$ cat src/rtl/apb_slave_bank.sv
// Purpose : APB peripheral model with NUM_SLV register banks, protocol monitor, sticky error flag, transfer counters.
// Latency : read data registered on the edge ending SETUP (valid through ACCESS); write lands on the edge ending ACCESS.
// Backpressure: none; no pready, so every valid transfer completes in exactly two cycles.
module apb_slave_bank #(
  parameter int NUM_SLV = 3,
  parameter int DEPTH   = 16,
  parameter int CNT_W   = 16
) (
  input  logic               hclk,
  input  logic               hresetn,
  input  logic [NUM_SLV-1:0] psel,
  input  logic               penable,
  input  logic               pwrite,
  input  logic [31:0]        paddr,
  input  logic [31:0]        pwdata,
  output logic [31:0]        pr_data,
  output logic               prot_err,
  output logic [CNT_W-1:0]   wr_cnt,
  output logic [CNT_W-1:0]   rd_cnt
);

  localparam int AW = $clog2(DEPTH);
  localparam int KW = (NUM_SLV > 1) ? $clog2(NUM_SLV) : 1;

  typedef enum logic [1:0] {
    ST_IDLE   = 2'd0,
    ST_SETUP  = 2'd1,
    ST_ACCESS = 2'd2
  } state_t;

  state_t               r_state;
  state_t               w_state_nxt;
  logic [31:0]          r_mem [NUM_SLV][DEPTH];
  logic [NUM_SLV-1:0]   r_psel;
  logic [KW-1:0]        r_k;
  logic [31:0]          r_addr;
  logic                 r_write;
  logic [31:0]          r_rdata;
  logic                 r_err;
  logic [CNT_W-1:0]     r_wr_cnt;
  logic [CNT_W-1:0]     r_rd_cnt;

  logic                 w_sel_ok;
  logic                 w_multi;
  logic [KW-1:0]        w_k;
  logic [AW-1:0]        w_idx;
  logic                 w_capture;
  logic                 w_rd_go;
  logic                 w_complete;
  logic                 w_err_set;

  assign w_sel_ok = $onehot(psel);
  assign w_multi  = (psel != '0) && !w_sel_ok;
  // Word index always comes from the captured address so SETUP and ACCESS agree.
  assign w_idx    = r_addr[2 +: AW];

  // Encode the one-hot select into a bank index.
  always_comb begin
    w_k = '0;
    for (int i = 0; i < NUM_SLV; i++) begin
      if (psel[i]) w_k = KW'(i);
    end
  end

  // Protocol monitor: next state plus capture/read/complete/error strobes.
  always_comb begin
    w_state_nxt = r_state;
    w_capture   = 1'b0;
    w_rd_go     = 1'b0;
    w_complete  = 1'b0;
    w_err_set   = 1'b0;
    if (w_multi) begin
      // Multi-hot select overrides everything: abort, flag, no side effects.
      w_state_nxt = ST_IDLE;
      w_err_set   = 1'b1;
    end else begin
      case (r_state)
        ST_IDLE: begin
          if (penable) begin
            w_err_set = 1'b1;
          end else if (w_sel_ok) begin
            w_state_nxt = ST_SETUP;
            w_capture   = 1'b1;
          end
        end
        ST_SETUP: begin
          if (penable && (psel == r_psel) && (paddr == r_addr) && (pwrite == r_write)) begin
            w_state_nxt = ST_ACCESS;
            w_rd_go     = !r_write;
          end else begin
            w_state_nxt = ST_IDLE;
            w_err_set   = 1'b1;
          end
        end
        ST_ACCESS: begin
          w_complete = 1'b1;
          if (w_sel_ok && !penable) begin
            w_state_nxt = ST_SETUP;
            w_capture   = 1'b1;
          end else if (psel == '0) begin
            w_state_nxt = ST_IDLE;
          end else begin
            w_state_nxt = ST_IDLE;
            w_err_set   = 1'b1;
          end
        end
        default: begin
          w_state_nxt = ST_IDLE;
        end
      endcase
    end
  end

  // State register.
  always_ff @(posedge hclk or negedge hresetn) begin
    if (!hresetn) r_state <= ST_IDLE;
    else          r_state <= w_state_nxt;
  end

  // Capture the transfer attributes at the setup phase for the match check.
  always_ff @(posedge hclk or negedge hresetn) begin
    if (!hresetn) begin
      r_psel  <= '0;
      r_k     <= '0;
      r_addr  <= '0;
      r_write <= 1'b0;
    end else if (w_capture) begin
      r_psel  <= psel;
      r_k     <= w_k;
      r_addr  <= paddr;
      r_write <= pwrite;
    end
  end

  // Bank storage: written only when a valid write transfer completes.
  always_ff @(posedge hclk or negedge hresetn) begin
    if (!hresetn) begin
      for (int b = 0; b < NUM_SLV; b++) begin
        for (int w = 0; w < DEPTH; w++) begin
          r_mem[b][w] <= '0;
        end
      end
    end else if (w_complete && r_write) begin
      r_mem[r_k][w_idx] <= pwdata;
    end
  end

  // Read data register, sticky error and wrapping transfer counters.
  always_ff @(posedge hclk or negedge hresetn) begin
    if (!hresetn) begin
      r_rdata  <= '0;
      r_err    <= 1'b0;
      r_wr_cnt <= '0;
      r_rd_cnt <= '0;
    end else begin
      if (w_rd_go)               r_rdata  <= r_mem[r_k][w_idx];
      if (w_err_set)             r_err    <= 1'b1;
      if (w_complete && r_write)  r_wr_cnt <= r_wr_cnt + CNT_W'(1);
      if (w_complete && !r_write) r_rd_cnt <= r_rd_cnt + CNT_W'(1);
    end
  end

  assign pr_data  = r_rdata;
  assign prot_err = r_err;
  assign wr_cnt   = r_wr_cnt;
  assign rd_cnt   = r_rd_cnt;

endmodule
$ cat config.mk
export PLATFORM = sky130hd
export DESIGN_NAME = apb_slave_bank
export DESIGN_NICKNAME = d
export VERILOG_FILES = /design/src/rtl/apb_slave_bank.sv
export SDC_FILE = /design/constraint.sdc
export NUM_CORES = 2
export LEC_CHECK = 0
export CAP_MARGIN = 10
export CORE_ASPECT_RATIO = 1.2
export CORE_MARGIN = 5
export CORE_UTILIZATION = 45
export CTS_BUF_LIST = sky130_fd_sc_hd__clkbuf_4
export DETAILED_ROUTE_END_ITERATION = 8
export PLACE_DENSITY_LB_ADDON = 0.15
export RECOVER_POWER = 50
export SYNTH_ARGS = -nofsm -noshare
export SYNTH_HDL_FRONTEND = slang
export SYNTH_SLANG_ARGS = --single-unit
$ cat constraint.sdc
create_clock -name hclk -period 3.32 [get_ports hclk]
set_clock_uncertainty 0.15 [all_clocks]
set_input_delay 0.664 -clock hclk [delete_from_list [all_inputs] [get_ports hclk]]
set_output_delay 0.664 -clock hclk [all_outputs]
set_load 0.005 [all_outputs]
* After elaboration in Yosys (flattened, before gate mapping)
Index checks and enable logic that the tools add are counted.
** Storage, ports and cells
- Register bits :: 1641
- Input bits :: 71
- Output and inout port bits :: 65
** Cells by class
- Add/sub/neg operators :: 4
- Order comparisons :: 4
- Equality and inequality tests :: 8
- Mux-type cells :: 35
- Bitwise logic cells :: 2
- Reduce and logical (&&, ||, !) cells :: 16
** Operators by type and width (number)
- bitwise mux 1536 bit :: 1
- two-way mux 512 bit :: 3
- binary-select mux 512 bit (select 2 bit) :: 1
- demux 512 bit (select 2 bit) :: 1
- binary-select mux 32 bit (select 4 bit) :: 1
- demux 32 bit (select 4 bit) :: 1
- two-way mux 32 bit :: 3
- adder 16 x 1 -> 16 bit, second input constant :: 2
- equality test 32 bit :: 1
- two-way mux 1 bit :: 16
- two-way mux 2 bit :: 5
- logical AND 1 bit :: 9
- != test 3 bit, second input constant :: 2
- one-hot mux 2 bit (3 select lines) :: 1
- greater-or-equal comparator 5 bit, second input constant :: 1
- less-than comparator 5 x 1 -> 1 bit, second input constant :: 1
- inverter 4 -> 5 bit :: 1
- equality test 2 x 1 -> 1 bit, second input constant :: 2
- equality test 3 bit :: 1
- greater-or-equal comparator 3 bit, second input constant :: 1
- zero test 1 bit :: 3
- zero test 3 bit :: 1
- less-than comparator 3 x 1 -> 1 bit, second input constant :: 1
- inverter 2 -> 3 bit :: 1
- 9 further kinds :: 9

* Depth between registers and ports, before layout
- Depth in word-level cells :: 8
- Depth in mapped cells :: 10
- Mapped depth without buffers :: 7

* Least setup slack after synthesis
Ideal clock, no wire load.
- Path type :: input-to-reg
- Start :: input port psel[0]
- End :: register r_mem[1345] (netlist bit)
- Setup time :: 125 ps
- Arrival :: 2791 ps
- Path slack :: 254 ps
- Stages on the path :: 8
- Path through :: fa_1 > and4bb_1 > buf_2 > nand3_4 > buf_6 > nor3_4 > buf_4 > mux2_2
** On the way
- Cells in the longest elaborated chain, start to end :: 7
- Elaborated cells on any way between the ends :: 8
** RTL lines
- start: declaration :: RTL line 11 : input logic [NUM_SLV-1:0] psel,
- adder 1 x 1 -> 2 bit (not written as such) :: RTL line 52 : assign w_sel_ok = $onehot(psel);
- adder 2 x 1 -> 2 bit (not written as such) :: RTL line 52
- equality test 2 x 1 -> 1 bit :: RTL line 52
- zero test 1 bit :: RTL line 53 : assign w_multi = (psel != '0) && !w_sel_ok;
- logical AND 1 bit * :: RTL line 53
- two-way mux 1 bit * :: RTL line 72 : if (w_multi) begin
- logical AND 1 bit * :: RTL line 143 : end else if (w_complete && r_write) begin
- end signal: indexed assignment :: RTL line 144 : r_mem[r_k][w_idx] <= pwdata;
- end: declaration :: RTL line 33 : logic [31:0] r_mem [NUM_SLV][DEPTH];
Every way passes the cells marked *; elsewhere a longest branch is shown, timed or not.
A chain may end at the register's enable or synchronous reset.

* Worst setup path in the final report
- Start :: register r_k[0]
- End :: register r_rdata[14] (netlist: pr_data[14])
** On the way
- Cells in the longest elaborated chain, start to end :: 7
** RTL lines
- start: declaration :: RTL line 35 : logic [KW-1:0] r_k;
- start signal: assignment :: RTL line 129 : r_k <= w_k;
- inverter 2 -> 3 bit (not written as such) :: RTL line 156 : if (w_rd_go) r_rdata <= r_mem[r_k][w_idx];
- binary-select mux 512 bit (select 2 bit) :: RTL line 156
- two-way mux 512 bit (not written as such) (2 in a row) :: RTL line 156
- binary-select mux 32 bit (select 4 bit) :: RTL line 156
- two-way mux 32 bit (not written as such) (2 in a row) :: RTL line 156
- end signal: assignment :: RTL line 156
- end: declaration :: RTL line 38 : logic [31:0] r_rdata;
No other way between the ends. The select of a mux whose other input is x is not followed.

==> flow_metrics.py <==
metrics = {
    "outcome": {
        "outcome": "finished, violations left",
        "violations": "max-capacitance violations, max-slew violations",
    },
    "floorplanning": {
        "die_h_um": 460,
        "fp-row-count": 165,
        "ios": 136,
        "die_w_um": 385,
        "coreArea_um2": 168000,
        "start_util_pct": 45.2,
        "die_area_um2": 177000,
    },
    "routing": {
        "drt-initial-drc-count": 2997,
        "dr.pass1.iters": 6,
        "wirelength_um": 222000,
        "ant_nets": 0,
        "wl_per_cell_um": 25.0,
        "vias_per_cell": 5.75,
        "via_count": 51100,
        "drc": 0,
    },
    "synth": {
        "synth_cell_types": 49,
        "ys_ff_latch": 1640,
        "syn_nets": 6001,
        "seq_area_frac_synth_pct": 54.1,
        "synth_ff_type": "dfrtp_1",
        "avgSynthCellArea_um2": 12.8,
        "async_flop_share_pct": 100,
        "synth_edf_count": 0,
        "synthesis.area_um2": 75900,
        "synth.area.top_cells": "dfrtp_1 (54%), mux2_2 (23%), mux2i_1 (6.7%)",
        "yosys.area.top_type_share_pct": 54.1,
        "synth.yosys.warnings": 0,
        "syn_inst": 5927,
        "post-synth-top-area-cell": "dfrtp_1",
    },
    "global_route": {
        "grt_pass1_vias": 54400,
        "globalRouteTotalUtil_pct": 25.2,
        "grt_pass1_wl_um": 342000,
        "antenna_found_initial": 5,
        "gr-total-overflow": 0,
        "grt_max_degree": 131,
    },
    "timing": {
        "worst_pin_slew_ns": 2.00,
        "timing_hold_violations_final": 0,
        "fmax_mhz": 317,
        "setup-tns-final_ns": 0,
        "setup_violations": 0,
        "max_slew_margin_pct": -33.0,
        "rsz0062_at_grt": "false",
        "drv_slew": 327,
        "finalCritPeriodShare_pct": 95.1,
        "finalCriticalPeriod_ns": 3.16,
    },
    "critical_path": {
        "end_kind": "flip-flop",
        "worstPathArrival_ns": 4.26,
        "critical_path.cell_chain": "and2b_4 > buf_4 > buf_12 > nand2_1 > o211ai_1 > a21oi_1 > nor4_2 > buf_4 > a22o_1",
        "cp_slowest_cell": "dfrtp_4",
        "max_stage_delay_ns": 0.63,
        "crit_required_ns": 4.43,
        "crit_top_cell": "buf_4",
        "critPathKind": "reg2reg",
        "cp_max_fo": 62,
        "start_kind": "flip-flop",
    },
    "power": {
        "peakVddDrop_uv": 350,
        "power_leakage_nw": 41.9,
        "power_density_nw_per_um2": 551,
    },
    "final_layout": {
        "final_layout_size_suffix_gt1_share_pct": 39.6,
        "syn2layout_area_growth_pct": 15.8,
        "final_area_um2": 87900,
        "fin_cells": 8884,
        "multiInputGateArea_um2": 32400,
        "nNetsFinal": 6408,
        "register_area_um2": 41100,
        "utilization_pct": 52.3,
        "n_fill_cell": 14900,
    },
    "clock_network": {
        "cts_root_buffer": "clkbuf_4",
        "clk_pin_slew_ns": 0.07,
        "insertion_delay_ns": 1.43,
        "htreeDepth": 5,
        "cts-buffers-inserted": 438,
        "clk_path_buf_depth": 4,
        "cts_tree": "done",
        "cts_sinks": 1640,
    },
    "placed_design": {
        "placement.cell_area_um2": 82200,
        "hpwl_um": 134000,
        "gp_congestion": 0.786,
        "placedCellCount": 8084,
        "port_buffers": 135,
    },
    "hold_path": {
        "hold_path.class": "in2reg",
    },
    "flow_run": {
        "maxCapViolCount": 5,
    },
}
## cell type report
| type | count | area share (%) |
|---|---|---|
| clock inverters | 79 | 0.487 |
| repair buffers | 553 | 7.15 |
| inverters | 8 | 0.0342 |
| flip-flops and latches | 1640 | 46.7 |
| multi-input cells | 3693 | 36.8 |
| clock buffers | 651 | 5.56 |
| diodes | 6 | 0.0171 |
| well taps | 2254 | 3.21 |
## per-layer routing
metal  wire length [um]  vias to the layer above  track usage (%)
li1                   -                    22500                -
met1              96600                    26800             33.7
met2             109000                     1346             41.9
met3              10100                      372             4.23
met4               6600                        0             8.60
met5                  0                        -                0
## sequential cells by signal, summed over array words and instances (netlist names)
name      cells
r_addr       32
r_k           1
rd_cnt       16
r_state       2
wr_cnt       16
r_psel        3
r_write       1
prot_err      1
pr_data      32
r_mem      1536
## critical path, delay by kind of cell (launching register included)
kind	cells	cell delay [ns]
AOI/OAI and AO/OA	3	0.53
buffers and inverters	3	0.79
and+or+nand+nor	3	0.86
DFF	1	0.63
## synthesized netlist by cell type, types with 39 or more instances
cell type and count:
buf_4 39, mux2i_1 506, o211ai_1 251, a21oi_1 381, nand3_1 87, buf_2 225, a221oi_1 94, o21ai_0 194
dfrtp_1 1640, mux2_2 1532, xnor2_1 57, nand2_1 349, clkbuf_1 299, mux2_1 44
## where the power goes
group | switching [W] | internal, W
Combinational | 0.00727 | 0.00336
Clock | 0.00827 | 0.00915
Sequential | 0.000258 | 0.0201
## worst paths after layout
kind                             from  depth (start not counted)           to  slack (ns)
setup / recovery               r_k[0]                          9  pr_data[14]        0.16
setup reg to reg               r_k[0]                          9  pr_data[14]        0.16
hold / removal             pwdata[13]                          3   r_mem[397]        0.14
min in group asynchronous     hresetn                          4   r_mem[467]        0.73
hold reg to reg            wr_cnt[15]                          1   wr_cnt[15]        0.32
max in group asynchronous     hresetn                          6   r_mem[224]        0.28
## through the flow
stage	hold WS, ns	setup slack (ns)	total power [W]
after floorplan	0.218	0.254	0.0269
after global placement	0.316	-0.478	0.0314
after detailed placement	0.313	-0.406	0.0314
after CTS	0.00105	0.000878	0.0491
after global routing	0.0643	0.000818	0.0508
final	0.139	0.162	0.0485
## logic make-up after synthesis
| kind of cell | after synthesis | share of synthesized area [%] |
|---|---|---|
| muxes | 2082 | 30.1 |
| DFF | 1640 | 54.1 |
| AOI/OAI and AO/OA | 965 | 7.87 |
| buffers and inverters | 594 | 3.53 |
| and+or+nand+nor | 577 | 3.64 |
| xor gates and xnor gates | 66 | 0.762 |
| adders and majority gates | 3 | 0.0593 |
## cell usage in the layout, fill, tap and decap left out, types with 5 or more instances in the layout
master,Yosys,final
nand2_1,349,332
a21oi_1,381,381
clkinv_1,1,64
dfrtp_2,0,5
and3_1,6,6
clkbuf_2,0,10
inv_1,7,6
nor2_1,23,17
diode_2,0,6
clkbuf_4,0,656
nand3_1,87,81
dlygate4sd2_1,0,13
nand4_1,25,25
nor2_4,0,8
buf_12,0,138
nor3_4,8,16
o21ai_0,194,194
mux2_2,1532,1532
xor2_1,9,9
nor4_1,35,34
a221oi_1,94,94
clkdlybuf4s50_1,0,120
nor3_1,8,7
mux2_1,44,44
mux2i_1,506,506
buf_6,3,5
dfrtp_1,1640,1631
o211ai_1,251,251
a22o_1,31,31
dlygate4sd3_1,0,51
nand2_2,0,17
clkinv_2,0,7
buf_4,39,196
clkbuf_1,299,13
nand2b_1,8,6
xnor2_1,57,57
## timing repair
item	in CTS	in global routing
setup buffers	13	0
hold buffers	51	0
endpoints found under the setup margin	21	1
resized for setup	18	1
endpoints found under the hold margin	1745	0
gates cloned	0	0
Power figures use the tool's default switching activity.
